File: src/rtl/measure_scheduler.sv
// Periodic ultrasonic ranging: trigger pulse, echo-width capture with timeout, holdoff to the period.
// Reports land one cycle after the terminating echo condition; MEASURE_SCHEDULER_AVG4_EN reports the mean of the last 4 widths.
module measure_scheduler #(
   parameter int unsigned TRIG_CYCLES    = 120,
   parameter int unsigned PERIOD_CYCLES  = 720000,
   parameter int unsigned TIMEOUT_CYCLES = 456000
) (
   input  logic        clk,
   input  logic        rst_n,
   input  logic        enable,
   input  logic        echo,
   output logic        trig,
   output logic        busy,
   output logic [31:0] result_cycles,
   output logic        result_valid,
   output logic        result_timeout
);

   localparam logic [31:0] TRIG_LAST   = TRIG_CYCLES - 1;
   localparam logic [31:0] PERIOD_LAST = PERIOD_CYCLES - 1;
   localparam logic [31:0] TMO_LAST    = TIMEOUT_CYCLES - 1;
   localparam logic [31:0] TMO_VAL     = TIMEOUT_CYCLES;
   localparam logic [31:0] CNT_MAX     = '1;

   typedef enum logic [2:0] {IDLE, TRIG, WAIT_RISE, MEASURE, HOLDOFF} state_t;

   state_t      state_q, state_d;
   logic        echo_s1_q, echo_s_q, armed_q;
   logic [31:0] cnt_q, cnt_d, period_q, period_d;
   logic        rep_vld, rep_to;
   logic        trig_q, busy_q;
   logic        res_vld_q, res_vld_d, res_to_q, res_to_d;
   logic [31:0] res_cyc_q, res_cyc_d;
`ifdef MEASURE_SCHEDULER_AVG4_EN
   logic [2:0][31:0] win_q, win_d;
   logic [1:0]       nsamp_q, nsamp_d;
   logic [33:0]      sum;
`endif

   function automatic logic [31:0] sat_inc(input logic [31:0] v);
      return (v == CNT_MAX) ? v : v + 32'd1;
   endfunction

   always_comb begin
      state_d  = state_q;
      cnt_d    = cnt_q;
      period_d = sat_inc(period_q);
      rep_vld  = 1'b0;
      rep_to   = 1'b0;
      case (state_q)
         IDLE: if (enable && armed_q) state_d = TRIG;
         TRIG: begin
            if (cnt_q >= TRIG_LAST) begin
               state_d = WAIT_RISE;
               cnt_d   = '0;
            end else begin
               cnt_d = sat_inc(cnt_q);
            end
         end
         WAIT_RISE: begin
            if (echo_s_q) begin
               state_d = MEASURE;
               cnt_d   = 32'd1;
            end else if (cnt_q >= TMO_LAST) begin
               state_d = HOLDOFF;
               rep_vld = 1'b1;
               rep_to  = 1'b1;
            end else begin
               cnt_d = sat_inc(cnt_q);
            end
         end
         MEASURE: begin
            // cnt_q holds the number of high samples seen so far
            if (!echo_s_q) begin
               state_d = HOLDOFF;
               rep_vld = 1'b1;
            end else if (cnt_q >= TMO_LAST) begin
               state_d = HOLDOFF;
               rep_vld = 1'b1;
               rep_to  = 1'b1;
            end else begin
               cnt_d = sat_inc(cnt_q);
            end
         end
         HOLDOFF: begin
            if (!enable)                     state_d = IDLE;
            else if (period_q >= PERIOD_LAST) state_d = TRIG;
         end
         default: state_d = IDLE;
      endcase
      if (state_d == TRIG && state_q != TRIG) begin
         period_d = '0;
         cnt_d    = '0;
      end
   end

   always_comb begin
      res_vld_d = 1'b0;
      res_cyc_d = res_cyc_q;
      res_to_d  = res_to_q;
`ifdef MEASURE_SCHEDULER_AVG4_EN
      win_d   = win_q;
      nsamp_d = nsamp_q;
      sum     = {2'b00, cnt_q} + {2'b00, win_q[0]} + {2'b00, win_q[1]} + {2'b00, win_q[2]};
`endif
      if (rep_vld && rep_to) begin
         res_vld_d = 1'b1;
         res_cyc_d = TMO_VAL;
         res_to_d  = 1'b1;
      end else if (rep_vld) begin
`ifdef MEASURE_SCHEDULER_AVG4_EN
         win_d = {win_q[1:0], cnt_q};
         if (nsamp_q == 2'd3) begin
            res_vld_d = 1'b1;
            res_cyc_d = sum[33:2];
            res_to_d  = 1'b0;
         end else begin
            nsamp_d = nsamp_q + 2'd1;
         end
`else
         res_vld_d = 1'b1;
         res_cyc_d = cnt_q;
         res_to_d  = 1'b0;
`endif
      end
   end

   always_ff @(posedge clk) begin
      if (!rst_n) begin
         state_q   <= IDLE;
         echo_s1_q <= 1'b0;
         echo_s_q  <= 1'b0;
         armed_q   <= 1'b0;
         cnt_q     <= '0;
         period_q  <= '0;
         trig_q    <= 1'b0;
         busy_q    <= 1'b0;
         res_vld_q <= 1'b0;
         res_cyc_q <= '0;
         res_to_q  <= 1'b0;
`ifdef MEASURE_SCHEDULER_AVG4_EN
         win_q     <= '0;
         nsamp_q   <= '0;
`endif
      end else begin
         state_q   <= state_d;
         echo_s1_q <= echo;
         echo_s_q  <= echo_s1_q;
         armed_q   <= 1'b1;
         cnt_q     <= cnt_d;
         period_q  <= period_d;
         trig_q    <= (state_d == TRIG);
         busy_q    <= (state_d != IDLE);
         res_vld_q <= res_vld_d;
         res_cyc_q <= res_cyc_d;
         res_to_q  <= res_to_d;
`ifdef MEASURE_SCHEDULER_AVG4_EN
         win_q     <= win_d;
         nsamp_q   <= nsamp_d;
`endif
      end
   end

   assign trig           = trig_q;
   assign busy           = busy_q;
   assign result_cycles  = res_cyc_q;
   assign result_valid   = res_vld_q;
   assign result_timeout = res_to_q;

endmodule
File: config.mk
export PLATFORM = sky130hd
export DESIGN_NAME = measure_scheduler
export DESIGN_NICKNAME = d
export VERILOG_FILES = /design/src/rtl/measure_scheduler.sv
export SDC_FILE = /design/constraint.sdc
export NUM_CORES = 1
export LEC_CHECK = 0
export CAP_MARGIN = 40
export CORE_ASPECT_RATIO = 1.25
export CORE_MARGIN = 8
export CORE_UTILIZATION = 30
export DETAILED_ROUTE_END_ITERATION = 8
export GPL_TIMING_DRIVEN = 0
export SYNTH_ARGS = -nofsm -noshare
export SYNTH_HDL_FRONTEND = slang
export SYNTH_SLANG_ARGS = --single-unit
File: constraint.sdc
create_clock -name clk -period 4.1 [get_ports clk]
set_input_delay 0.615 -clock clk [delete_from_list [all_inputs] [get_ports clk]]
set_output_delay 0.615 -clock clk [all_outputs]
set_load 0.01 [all_outputs]
======== After elaboration in Yosys (flattened, before gate mapping) ========
Cells that the tools add are included.
cells by class
  equality and inequality tests ........... 9
  add/subtract/negate cells ............... 2
  $lt $le $gt $ge ......................... 3
  reduce and logical (&&, ||, !) cells .... 10
  bitwise gates (word level) .............. 1
  muxes and demuxes ....................... 27
operators with widths
  operator                 count
  $mux W32                 5
  $pmux W32 S3             1
  $add A32 B1 Y32 const B  2
  $eq A32 B32 Y1 const B   2
  $mux W19                 2
  $ge A32 B19 Y1 const B   1
  $ge A32 B20 Y1 const B   1
  $ge A32 B7 Y1 const B    1
  $mux W3                  7
  $pmux W3 S5              1
  $mux W1                  9
  $eq A3 B1 Y1 const B     2
  $eq A3 B2 Y1 const B     2
  $reduce_bool A3 Y1       2
  $pmux W1 S2              2
  $reduce_or A2 Y1         2
  $eq A3 B3 Y1 const B     1
  $logic_and A1 B1 Y1      3
  $logic_not A3 Y1         1
  $ne A3 B1 Y1 const B     1
  $ne A2 B2 Y1 const B     1
  $reduce_and A2 Y1        1
  $reduce_bool A2 Y1       1
  $not A1 Y1               1
storage, ports and cells
  bits of input ports ..................... 4
  bits in registers ....................... 106
  logic and storage cells ................. 64
  output and inout port bits .............. 36

======== Logic depth before layout (Yosys ltp) ========
  depth in word-level cells ............... 7
  depth in mapped cells ................... 9
  gate-level depth less buffers ........... 7

======== Worst setup path after synthesis ========
No wires, ideal clock.
  path type ............................... reg-to-reg
  start ................................... register cnt_q[1]
  end ..................................... register cnt_q[8]
  path buffers ............................ 2
  arrival ................................. 2.069 ns
  path slack .............................. 1.950 ns
  data required time ...................... 4.019 ns
  cell stages (with the launch flop) ...... 10
  period minus slack after synthesis ...... 2.150 ns
  path through ............................ dfxtp_1 ha_1 nand4_1 nor4_1 and3_1 buf_2 buf_2 a2bb2oi_1 o21ai_0 a211oi_2
between the ends
  cells in the longest elaborated chain, start to end .. 7
  elaborated cells on any way between the ends .. 18
  those cells by class .................... add/sub (1); order compare (2); eq/ne (2); mux (11); reduce/logical (2)
RTL lines
  element                     line    RTL
  start, declared             29      logic [31:0] cnt_q, cnt_d, period_q, period_d;
  start signal, assigned      150     cnt_q <= cnt_d;
  $ge A32 B19 Y1              64, 77
  $mux W3                     64, 77
  $mux W3 (on tied branches)  74, 61
  $pmux W3 S5                 50      case (state_q)
  $eq A3 B1 Y1                91      if (state_d == TRIG && state_q != TRIG) begin
  $logic_and A1 B1 Y1         91
  $reduce_or A2 Y1 (no line)  n/a
Several ways; a longest one is shown, not always the timed one. The select of a mux whose other input is x is not followed.
A chain may end at the register's enable or synchronous reset.

======== Worst setup path after layout ========
Same ends and word-level chain as after synthesis.

==> run summary <==
Vias = 4,652
Gp weighted congestion = 0.882
Yosys Warn Count = 0
Routed Antenna Nets = 0
Asr flop ratio synth = 0%
CTS Buf Count = 9
H-tree levels = 3
Reg2reg start = cnt_q[1]$_SDFFE_PP0P_
Via-to-Cell Ratio = 5.33
Final hold slack = 0.438 ns
Crit Path Category = reg -> reg
Layout area overhead = 18.1%
Post-synthesis compound-gate area fraction = 16.3%
Post_cts resized = 0
Hold/Removal Path Class = reg -> reg
DIE AREA = 0.0227 mm^2
Clock skew = 0.0128 ns
Core Region = 0.0180 mm^2
DRC = 0
Synth Register Bits = 106
Synth Area in Adders = 0.689%
Minimum clock period = 2.89 ns
DR WL met2 = 7.22 mm
DRC violation total after the first TritonRoute iteration = 414
Post-CTS Setup Bufs = 0
Combinational family with the most area after synthesis = simple AND/OR/NAND/NOR gates
Worst slew pin tran = 0.895 ns
Largest net degree at the start of global routing = 17
Worst slew margin = 39.6%
WL met1 = 6.19 mm
Initial antenna violation count = 0
Fin cells = 872
Period utilisation layout = 70.4%
Worst hold path startpoint = echo_s1_q$_SDFF_PN0_
Mapped Area = 0.00545 mm^2
Worst EP required = 4.37 ns
Worst-Skew Late Latency = 0.36 ns
Clk network pwr share = 43.9%
Placed Area = 0.00612 mm^2
Critical path startpoint category = flop
Detailed Routing Iterations Pass 1 = 5
Most frequent cells in the layout = dfxtp_1 (106), nor2_1 (44), nand2_1 (44)
IR drop worst, VDD = 0.000190 V
Outcome = finished clean
Overall Global Routing Usage = 13.0%
Syn Inst Count = 589
WP data arrival = 3.16 ns
Seq pwr share = 49.0%
Hold Vio Cnt, Final = 0
Total grt overflow = 0
Ys flop type = dfxtp_1
Commonest non-fill, non-tap cell in the layout = dfxtp_1
Initial Util = 30.3%
Final setup violation count = 0
Mapped Nets = 596
Simple-gate share of the synthesized area = 28.7%
Combinational Power Share = 7.1%
Mux cell area share after synthesis = 4.60%
Share of layout cells above drive strength 1 = 13.0%
Met3 WL = 636 um
Antenna cells = 0
Vias in the first global route = 4,563
Fin area = 0.00643 mm^2
Count of cell types in the netlist = 71
RSZ-0062 raised after global routing = false
Register area share after synthesis = 39.0%
Clock transition at path regs = 0.07 ns
Setup crit start = cnt_q[1]$_SDFFE_PP0P_
Final Net Count = 646
Pwr/cell area = 330 mW/mm^2
First-pass GRT wire length = 23.7 mm
CTS tree = yes
Inst Count DP = 856
Internal Power = 1.63 mW
Die width = 137 um
Input/output buffers = 39
Synth Area per Inst = 9.24 um^2
Clock Path Buffers = 2
CTS sink count = 106
Max Used Layer = met4
Num rows = 55
Max Cap Viol = 0
Switching pwr = 0.497 mW
Hold_buf cts = 0
Max Fclk = 347 MHz
CTS root buffer = clkbuf_16
Hpwl dp = 10.3 mm
Io pins = 40
Leak Pwr = 2.13 nW
Crit path max fanout = 10
Fin Setup TNS = 0 ns
WL final = 14.4 mm
Sw Ratio = 23.4%
Critical path capture point type = flop
Max Transition Viols Final = 0
Post-synth EDFFs = 0
Die Span Y = 167 um
Xor-xnor portion of the synthesized cell area = 4.99%
Design Power = 2.12 mW
DR WL/cell = 16.5 um
-- metal layers --
layer,GRT usage [%],vias up
li1,-,2302
met1,15.3,2195
met2,21.9,128
met3,2.77,27
met4,5.65,0
met5,0,-
-- flip-flops by register name, summed over array words and instances (netlist names) --
name and flops:
state_q 3, result_timeout 1, echo_s_q 1, armed_q 1, busy 1, result_cycles 32
echo_s1_q 1, cnt_q 32, period_q 32, trig 1, result_valid 1
-- worst max-delay path: stages (launching register included) --
cell and delay (ns):
dfxtp_1 0.45, ha_1 0.45, nand4_1 0.14, nor4_1 0.57, and3_1 0.24, buf_2 0.22
buf_2 0.25, a2bb2oi_1 0.19, o21ai_0 0.12, a211oi_2 0.19
-- power by group through the flow --
stage          clock network, mW  registers [mW]  logic [mW]
3_5_place_dp                   0            1.06       0.152
5_1_grt                     1.00            1.04       0.163
2_1_floorplan                  0            1.06       0.112
6_report                   0.933            1.04       0.151
4_1_cts                    0.958            1.04       0.153
3_3_place_gp                   0            1.06       0.153
-- cell families after synthesis --
family | Yosys count
compound gates | 99
simple gates | 276
buf+inv | 49
mux | 25
flops | 106
xor+xnor | 31
fa+ha+maj | 3
-- final timing paths --
kind                                end  slack, ns  cells past startpoint
hold reg to reg     echo_s_q$_SDFF_PN0_       0.44                      1
setup reg to reg  cnt_q[8]$_SDFFE_PP0P_       1.21                      9
setup / recovery  cnt_q[8]$_SDFFE_PP0P_       1.21                      9
hold / removal      echo_s_q$_SDFF_PN0_       0.44                      1
-- cells in the mapped netlist (3+ instances only) --
library cell	instances	area, um^2
a31oi_1	5	31.3
nand3_1	22	110
nor2_1	44	165
xor2_1	15	131
and3_1	21	131
a21o_1	3	22.5
nand3b_1	3	22.5
nor3_1	40	200
nand4b_1	7	61.3
nor4_1	18	113
buf_2	9	45.0
buf_8	3	45.0
o21a_1	7	52.6
buf_4	3	22.5
nor3_2	17	170
and2_1	9	56.3
a211oi_1	3	22.5
a21boi_0	4	30.0
nand2b_1	3	18.8
nand2_1	44	165
dfxtp_1	106	2120
buf_12	4	80.1
a21oi_1	3	15.0
and4_1	11	96.3
ha_1	3	37.5
nor2b_1	6	37.5
a211oi_2	13	163
clkbuf_1	22	82.6
o211ai_1	3	22.5
mux2i_1	25	250
xnor2_1	16	140
nand4_1	20	125
o221a_2	9	101
o21ai_0	10	50.1
inv_1	6	22.5
a22oi_1	9	67.6
-- per-stage QoR --
stage | setup slack (ns) | utilization, %
6_report | 1.21 | 35.8
5_1_grt | 0.935 | 35.8
4_1_cts | 1.25 | 35.8
3_5_place_dp | 1.28 | 34.1
3_3_place_gp | 1.28 | 34.1
2_1_floorplan | 1.95 | -
-- layout make-up --
cell class / count / area (um^2)
Clock inverter: 5 / 78.8
Fill cell: 1833 / 11500
Tap cell: 228 / 285
Timing Repair Buffer: 39 / 390
Buffer: 43 / 290
Clock buffer: 11 / 233
Multi-Input combinational cell: 434 / 3010
Sequential cell: 106 / 2120
Inverter: 6 / 22.5
No activity file was read; power rests on OpenSTA's default activity.
